<file path="config.mk">
export PLATFORM = sky130hd
export DESIGN_NAME = cache_bus_arbiter
export DESIGN_NICKNAME = d
export VERILOG_FILES = /design/src/rtl/cache_bus_pkg.sv /design/src/rtl/rr_pick.sv /design/src/rtl/cache_bus_arbiter.sv
export SDC_FILE = /design/constraint.sdc
export NUM_CORES = 1
export LEC_CHECK = 0
export ABC_AREA = 1
export CORE_MARGIN = 3
export CORE_UTILIZATION = 40
export DETAILED_ROUTE_END_ITERATION = 10
export HOLD_SLACK_MARGIN = 0.03
export PLACE_DENSITY = 0.82
export SYNTH_ARGS = -nofsm -noshare
export SYNTH_HDL_FRONTEND = slang
export SYNTH_SLANG_ARGS = --single-unit
</file>
<file path="constraint.sdc">
create_clock -name clk -period 5.4 [get_ports clk]
set_input_delay 1.08 -clock clk [delete_from_list [all_inputs] [get_ports clk]]
set_output_delay 1.08 -clock clk [all_outputs]
set_load 0.01 [all_outputs]
</file>
<file path="src/rtl/cache_bus_pkg.sv">
// Shared types for the cache bus arbiter.
//   arb_state_t : arbiter FSM states
//   bus_cmd_t   : latched downstream command (store bit, line address, requester id)
// The struct is sized for the widest supported configuration. Users cast down
// to their own ADDR_WIDTH / id width.
package cache_bus_pkg;

   localparam int unsigned MAX_ADDR_WIDTH = 64;
   localparam int unsigned MAX_ID_WIDTH   = 8;

   typedef enum logic [1:0] {
      IDLE,
      ISSUE,
      WAIT,
      RESP
   } arb_state_t;

   typedef struct packed {
      logic                      store;
      logic [MAX_ADDR_WIDTH-1:0] addr;
      logic [MAX_ID_WIDTH-1:0]   id;
   } bus_cmd_t;

endpackage

</file>
<file path="src/rtl/rr_pick.sv">
// Rotating priority encoder.
//   req : request vector
//   ptr : index holding highest priority (must be < N)
//   any : at least one request set
//   idx : first set request at or after ptr, wrapping modulo N
module rr_pick #(
   parameter int unsigned N  = 2,
   parameter int unsigned IW = 1
) (
   input  logic [N-1:0]  req,
   input  logic [IW-1:0] ptr,
   output logic          any,
   output logic [IW-1:0] idx
);

   logic [N-1:0] rot;

   always_comb begin
      int unsigned sum;
      // Rotate so that bit 0 of rot is the requester at ptr.
      rot = N'({req, req} >> ptr);
      any = 1'b0;
      idx = '0;
      sum = 0;
      for (int unsigned k = 0; k < N; k++) begin
         if (!any && rot[k]) begin
            any = 1'b1;
            sum = 32'(ptr) + k;
            if (sum >= N) sum = sum - N;
            idx = IW'(sum);
         end
      end
   end

endmodule

</file>
<file path="src/rtl/cache_bus_arbiter.sv">
// Shares one cache<->memory bus engine between CONNECTIONS caches.
// Accepts one request at a time: round-robin, with an aging override.
// Issues it to the engine, then holds the grant until the engine completes
// and the requester takes the response.
// Ports:
//   clk, reset                   clock, async active-high reset
//   req_valid/store/addr         per-requester command (addr packed i*ADDR_WIDTH)
//   req_ready                    one-hot accept pulse
//   rsp_valid / rsp_ready        one-hot completion handshake
//   eng_cmd_valid/store/addr/id  command to bus engine
//   eng_cmd_ready                engine accepts command
//   eng_done                     engine finished transaction (1-cycle pulse)
//   busy                         arbiter not idle
module cache_bus_arbiter
   import cache_bus_pkg::*;
#(
   parameter int unsigned CONNECTIONS = 2,
   parameter int unsigned ADDR_WIDTH  = 64,
   parameter int unsigned AGE_MAX     = 15,
   localparam int unsigned IW = (CONNECTIONS > 1) ? $clog2(CONNECTIONS) : 1
) (
   input  logic                              clk,
   input  logic                              reset,
   input  logic [CONNECTIONS-1:0]            req_valid,
   input  logic [CONNECTIONS-1:0]            req_store,
   input  logic [CONNECTIONS*ADDR_WIDTH-1:0] req_addr,
   output logic [CONNECTIONS-1:0]            req_ready,
   output logic [CONNECTIONS-1:0]            rsp_valid,
   input  logic [CONNECTIONS-1:0]            rsp_ready,
   output logic                              eng_cmd_valid,
   output logic                              eng_cmd_store,
   output logic [ADDR_WIDTH-1:0]             eng_cmd_addr,
   output logic [IW-1:0]                     eng_cmd_id,
   input  logic                              eng_cmd_ready,
   input  logic                              eng_done,
   output logic                              busy
);

   localparam int unsigned AGEW = $clog2(AGE_MAX + 1);

   arb_state_t state, state_next;
   bus_cmd_t   cmd_q;

   logic [IW-1:0]          rr_ptr, win, aged_idx, rr_idx, gnt_id;
   logic                   aged_any, rr_any, accept;
   logic [CONNECTIONS-1:0] aged;
   logic [AGEW-1:0]        age      [CONNECTIONS];
   logic [ADDR_WIDTH-1:0]  addr_arr [CONNECTIONS];

   always_comb begin
      for (int unsigned i = 0; i < CONNECTIONS; i++) begin
         // Masked with req_valid: age still shows AGE_MAX in the cycle a request drops.
         aged[i]     = req_valid[i] && (age[i] == AGEW'(AGE_MAX));
         addr_arr[i] = req_addr[i*ADDR_WIDTH +: ADDR_WIDTH];
      end
   end

   rr_pick #(.N(CONNECTIONS), .IW(IW)) u_aged_pick (
      .req (aged),
      .ptr ({IW{1'b0}}),
      .any (aged_any),
      .idx (aged_idx)
   );

   rr_pick #(.N(CONNECTIONS), .IW(IW)) u_rr_pick (
      .req (req_valid),
      .ptr (rr_ptr),
      .any (rr_any),
      .idx (rr_idx)
   );

   assign win    = aged_any ? aged_idx : rr_idx;
   assign accept = !reset && (state == IDLE) && rr_any;
   assign gnt_id = IW'(cmd_q.id);

   always_ff @(posedge clk or posedge reset) begin
      if (reset) begin
         state  <= IDLE;
         rr_ptr <= '0;
         cmd_q  <= '0;
      end else begin
         state <= state_next;
         if (accept) begin
            cmd_q.store <= req_store[win];
            cmd_q.addr  <= MAX_ADDR_WIDTH'(addr_arr[win]);
            cmd_q.id    <= MAX_ID_WIDTH'(win);
            rr_ptr      <= (32'(win) == CONNECTIONS - 1) ? '0 : win + 1'b1;
         end
      end
   end

   always_ff @(posedge clk or posedge reset) begin
      if (reset) begin
         for (int unsigned i = 0; i < CONNECTIONS; i++) age[i] <= '0;
      end else begin
         for (int unsigned i = 0; i < CONNECTIONS; i++) begin
            if (!req_valid[i] || req_ready[i]) age[i] <= '0;
            else if (age[i] != AGEW'(AGE_MAX)) age[i] <= age[i] + 1'b1;
         end
      end
   end

   always_comb begin
      state_next    = state;
      req_ready     = '0;
      rsp_valid     = '0;
      eng_cmd_valid = 1'b0;
      unique case (state)
         IDLE: begin
            if (accept) begin
               req_ready[win] = 1'b1;
               state_next     = ISSUE;
            end
         end
         ISSUE: begin
            eng_cmd_valid = 1'b1;
            if (eng_cmd_ready) state_next = WAIT;
         end
         WAIT: begin
            if (eng_done) state_next = RESP;
         end
         RESP: begin
            rsp_valid[gnt_id] = 1'b1;
            if (rsp_ready[gnt_id]) state_next = IDLE;
         end
         default: state_next = IDLE;
      endcase
   end

   assign eng_cmd_store = cmd_q.store;
   assign eng_cmd_addr  = ADDR_WIDTH'(cmd_q.addr);
   assign eng_cmd_id    = gnt_id;
   assign busy          = (state != IDLE);

   // A done outside WAIT (including with eng_cmd_ready in ISSUE) is dropped.
   a_done_in_wait: assert property (@(posedge clk) disable iff (reset)
      eng_done |-> (state == WAIT));

   for (genvar g = 0; g < CONNECTIONS; g++) begin : g_hold
      a_req_hold: assert property (@(posedge clk) disable iff (reset)
         (req_valid[g] && !req_ready[g]) |=>
            (req_valid[g] && $stable(req_store[g]) &&
             $stable(req_addr[g*ADDR_WIDTH +: ADDR_WIDTH])));
   end

endmodule

</file>
==> key figures <==
Power
  – Pwr/cell area: 450 nW/µm²
  – Maximum vdd drop: 0.265 mV
  – Leak: ~2.7 nW

GRT
  – Initial antenna violation count: 1
  – First-pass GRT wire length: 20,700 µm
  – Total GRT Usage: 22.9%
  – Largest net degree at the start of global routing: 79
  – Total gr overflow: 0
  – Vias in the first global route: 4,098

Clock tree
  – Post-CTS Resized: 0
  – CTS H-Tree Depth: 3
  – Setup Buffers After CTS: 0
  – Clk pin slew, worst setup/hold paths: 0.08 ns
  – CTS Buf Count: 9
  – Clock Root Buffer: clkbuf_8
  – Skew-Pair Late Insertion Delay: around 0.33 ns
  – CTS tree: yes
  – CTS Hold Buffers Added: 0
  – Clock Tree Buf Depth: 2
  – Sink Count: 77

Place
  – Routability congestion estimate: 0.850
  – DP HPWL: 8870 µm
  – Input/output buffers: approximately 210
  – Worst slack, placed: 1.30 ns

Critical path
  – Crit Path Class: in2out
  – Worst EP required: 4.32 ns
  – CP Launch Type: input port
  – CP startpoint: req_valid[0]
  – Worst setup EP type: output port
  – Worst r2r src: state[0]$_DFFE_PP0P_
  – Arrival time worst endpoint: 3.01 ns
  – Max Fanout on Critical Path: 53

STA
  – Fmax: roughly 240 MHz
  – Fin. Hold Viols: 0
  – Setup TNS: 0 ns
  – Layout Skew: ~0.013 ns
  – Slew Limit Fails: 0
  – Slew headroom: 35.1%
  – RSZ-0062 raised after global routing: no
  – Worst Tran Pin Value: between 0.9 and 1 ns
  – Post-layout min period: 4.09 ns
  – Final worst-path cycle share: 75.7%
  – Final setup fails: 0
  – PnR worst setup slack: roughly 1.3 ns

Die
  – Top-Level Pins: 210
  – Die Area: ~11,000 µm²
  – Initial core utilization: 41.7%
  – Core area: 9370 µm²
  – DIE WIDTH: 105 µm
  – Die height: 105 µm
  – Row cnt: 35

Synth
  – Post-Syn Instances: 465
  – Top cells by area, synth: dfrtp_1 49%, nand3_1 17%, nand4_1 11%
  – YS warnings: 0
  – Area of the mapped netlist: 3900 µm²
  – Syn_area_per_cell: 8.40 µm²
  – Area leader, netlist: dfrtp_1
  – Syn Nets: 610
  – Yosys reg bits: 77
  – Synth unique cells: 25
  – Post-synthesis sequential area ratio: 49.3%
  – Top cell type's share of synthesized area: between 40% and 50%

Worst hold path
  – HP Class: reg2reg
  – Worst Min Path Start: eng_cmd_addr[18]$_DFFE_PP0P_

Job
  – Max-cap violations: 0

Final layout
  – N_diodes: 0
  – Layout cells sized above 1: 5.19%
  – NumNets Final: roughly 800
  – Layout overhead on the synthesized area: 59.7%

Route
  – # DRC: 0
  – Vias per inst: 5.34
  – Wire per inst: 16.1 µm
  – Final ANT Viol Nets: 0
  – Vias: around 4,200
  – Detailed Route Iter0 Violations: approximately 170
  – DRT Wirelength: 12,700 µm
  – Pre-antenna DRT Iters: 4

Run status
  – Status: finished, final reports clean
[critical path: stages]
cell             delay, ns
clkdlybuf4s50_1       0.57
nor2_2                0.09
nor2_4                0.12
buf_4                 0.43
inv_2                 0.06
nor2_1                0.11
clkdlybuf4s50_1       0.54
[synthesized netlist by cell type, drive strengths merged]
library cell,count
nor2,15
buf,33
o21ai,7
a21boi,2
xnor2,2
inv,18
mux2i,1
dfrtp,77
clkbuf,9
nand2,86
nand3b,1
or2,2
nand4,67
nand3,137
a21oi,1
ha,7
[per-layer routing]
metal | vias up | global-route usage (%) | share of wire, %
met2 | 190 | 38.0 | 49
met1 | 1977 | 29.3 | 40
met4 | 2 | 5.53 | 0.94
met5 | - | 0 | 0.10
li1 | 2005 | - | -
met3 | 12 | 7.16 | 9.3
[flip-flops by register name, indices dropped and copies added, names as in the netlist]
signal         count
age                8
eng_cmd_store      1
state              2
eng_cmd_addr      64
eng_cmd_id         1
rr_ptr             1
[cell type report]
| class | count | area (µm²) |
|---|---|---|
| fill | 807 | 3140 |
| timing repair buffer | 216 | 2140 |
| sequential | 77 | 1930 |
| multi-input combinational | 328 | 1710 |
| tap | 129 | 161 |
| clock buffer | 12 | 155 |
| clock inverter | 4 | 70.1 |
| inverter | 18 | 68.8 |
[cells by family (layout without fill, tap and decap cells)]
kind of cell	after synthesis	count (layout)	share of synthesized area, %
AND/OR/NAND/NOR	308	308	39.1
buffers and inverters	60	250	7.11
adder cells (fa/ha/maj)	7	7	2.24
AO/OA/AOI/OAI	10	10	1.51
XOR/XNOR	2	2	0.449
flip-flops	77	77	49.3
multiplexers	1	1	0.256
[path summary, 6_finish.rpt]
| path | end | slack [ns] | depth (start not counted) |
|---|---|---|---|
| worst max register to register | age[3]$_DFFE_PP0P_ | 3.01 | 9 |
| min in group asynchronous | age[0]$_DFFE_PP0P_ | 1.47 | 3 |
| worst min-delay path | eng_cmd_addr[18]$_DFFE_PP0P_ | 0.50 | 2 |
| worst max-delay path | req_ready[1] | 1.31 | 7 |
| max in group asynchronous | eng_cmd_addr[55]$_DFFE_PP0P_ | 3.31 | 3 |
| worst min register to register | eng_cmd_addr[18]$_DFFE_PP0P_ | 0.50 | 2 |
[cells in the final DEF (no fill, tap or decap), drive strengths merged]
cell and n:
a21boi 2, a21oi 1, buf 7, bufinv 2, clkbuf 12, clkdlybuf4s50 209, clkinv 3, dfrtp 77
ha 7, inv 17, mux2i 1, nand2 86, nand3 137, nand3b 1, nand4 67, nor2 15
o21ai 7, or2 2, xnor2 2
[power breakdown]
| part | internal (mW) | switching (mW) | total, mW |
|---|---|---|---|
| Sequential | 0.823 | 0.145 | 0.968 |
| Clock | 0.285 | 0.208 | 0.493 |
| Combinational | 0.691 | 0.652 | 1.34 |
| Total | 1.80 | 1.00 | 2.80 |
[stage by stage]
step	power [mW]	hold WS, ns	utilization (%)	std cells	area, µm²
4_1_cts	2.83	0.502	66.5	784	6230
5_1_grt	3.01	0.520	66.5	784	6230
3_3_place_gp	2.29	0.474	64.1	768	6010
6_report	2.80	0.496	66.5	784	6230
3_5_place_dp	2.33	0.481	64.1	768	6010
2_1_floorplan	1.60	0.451	-	465	3910
No activity file was read; power rests on OpenSTA's default activity.
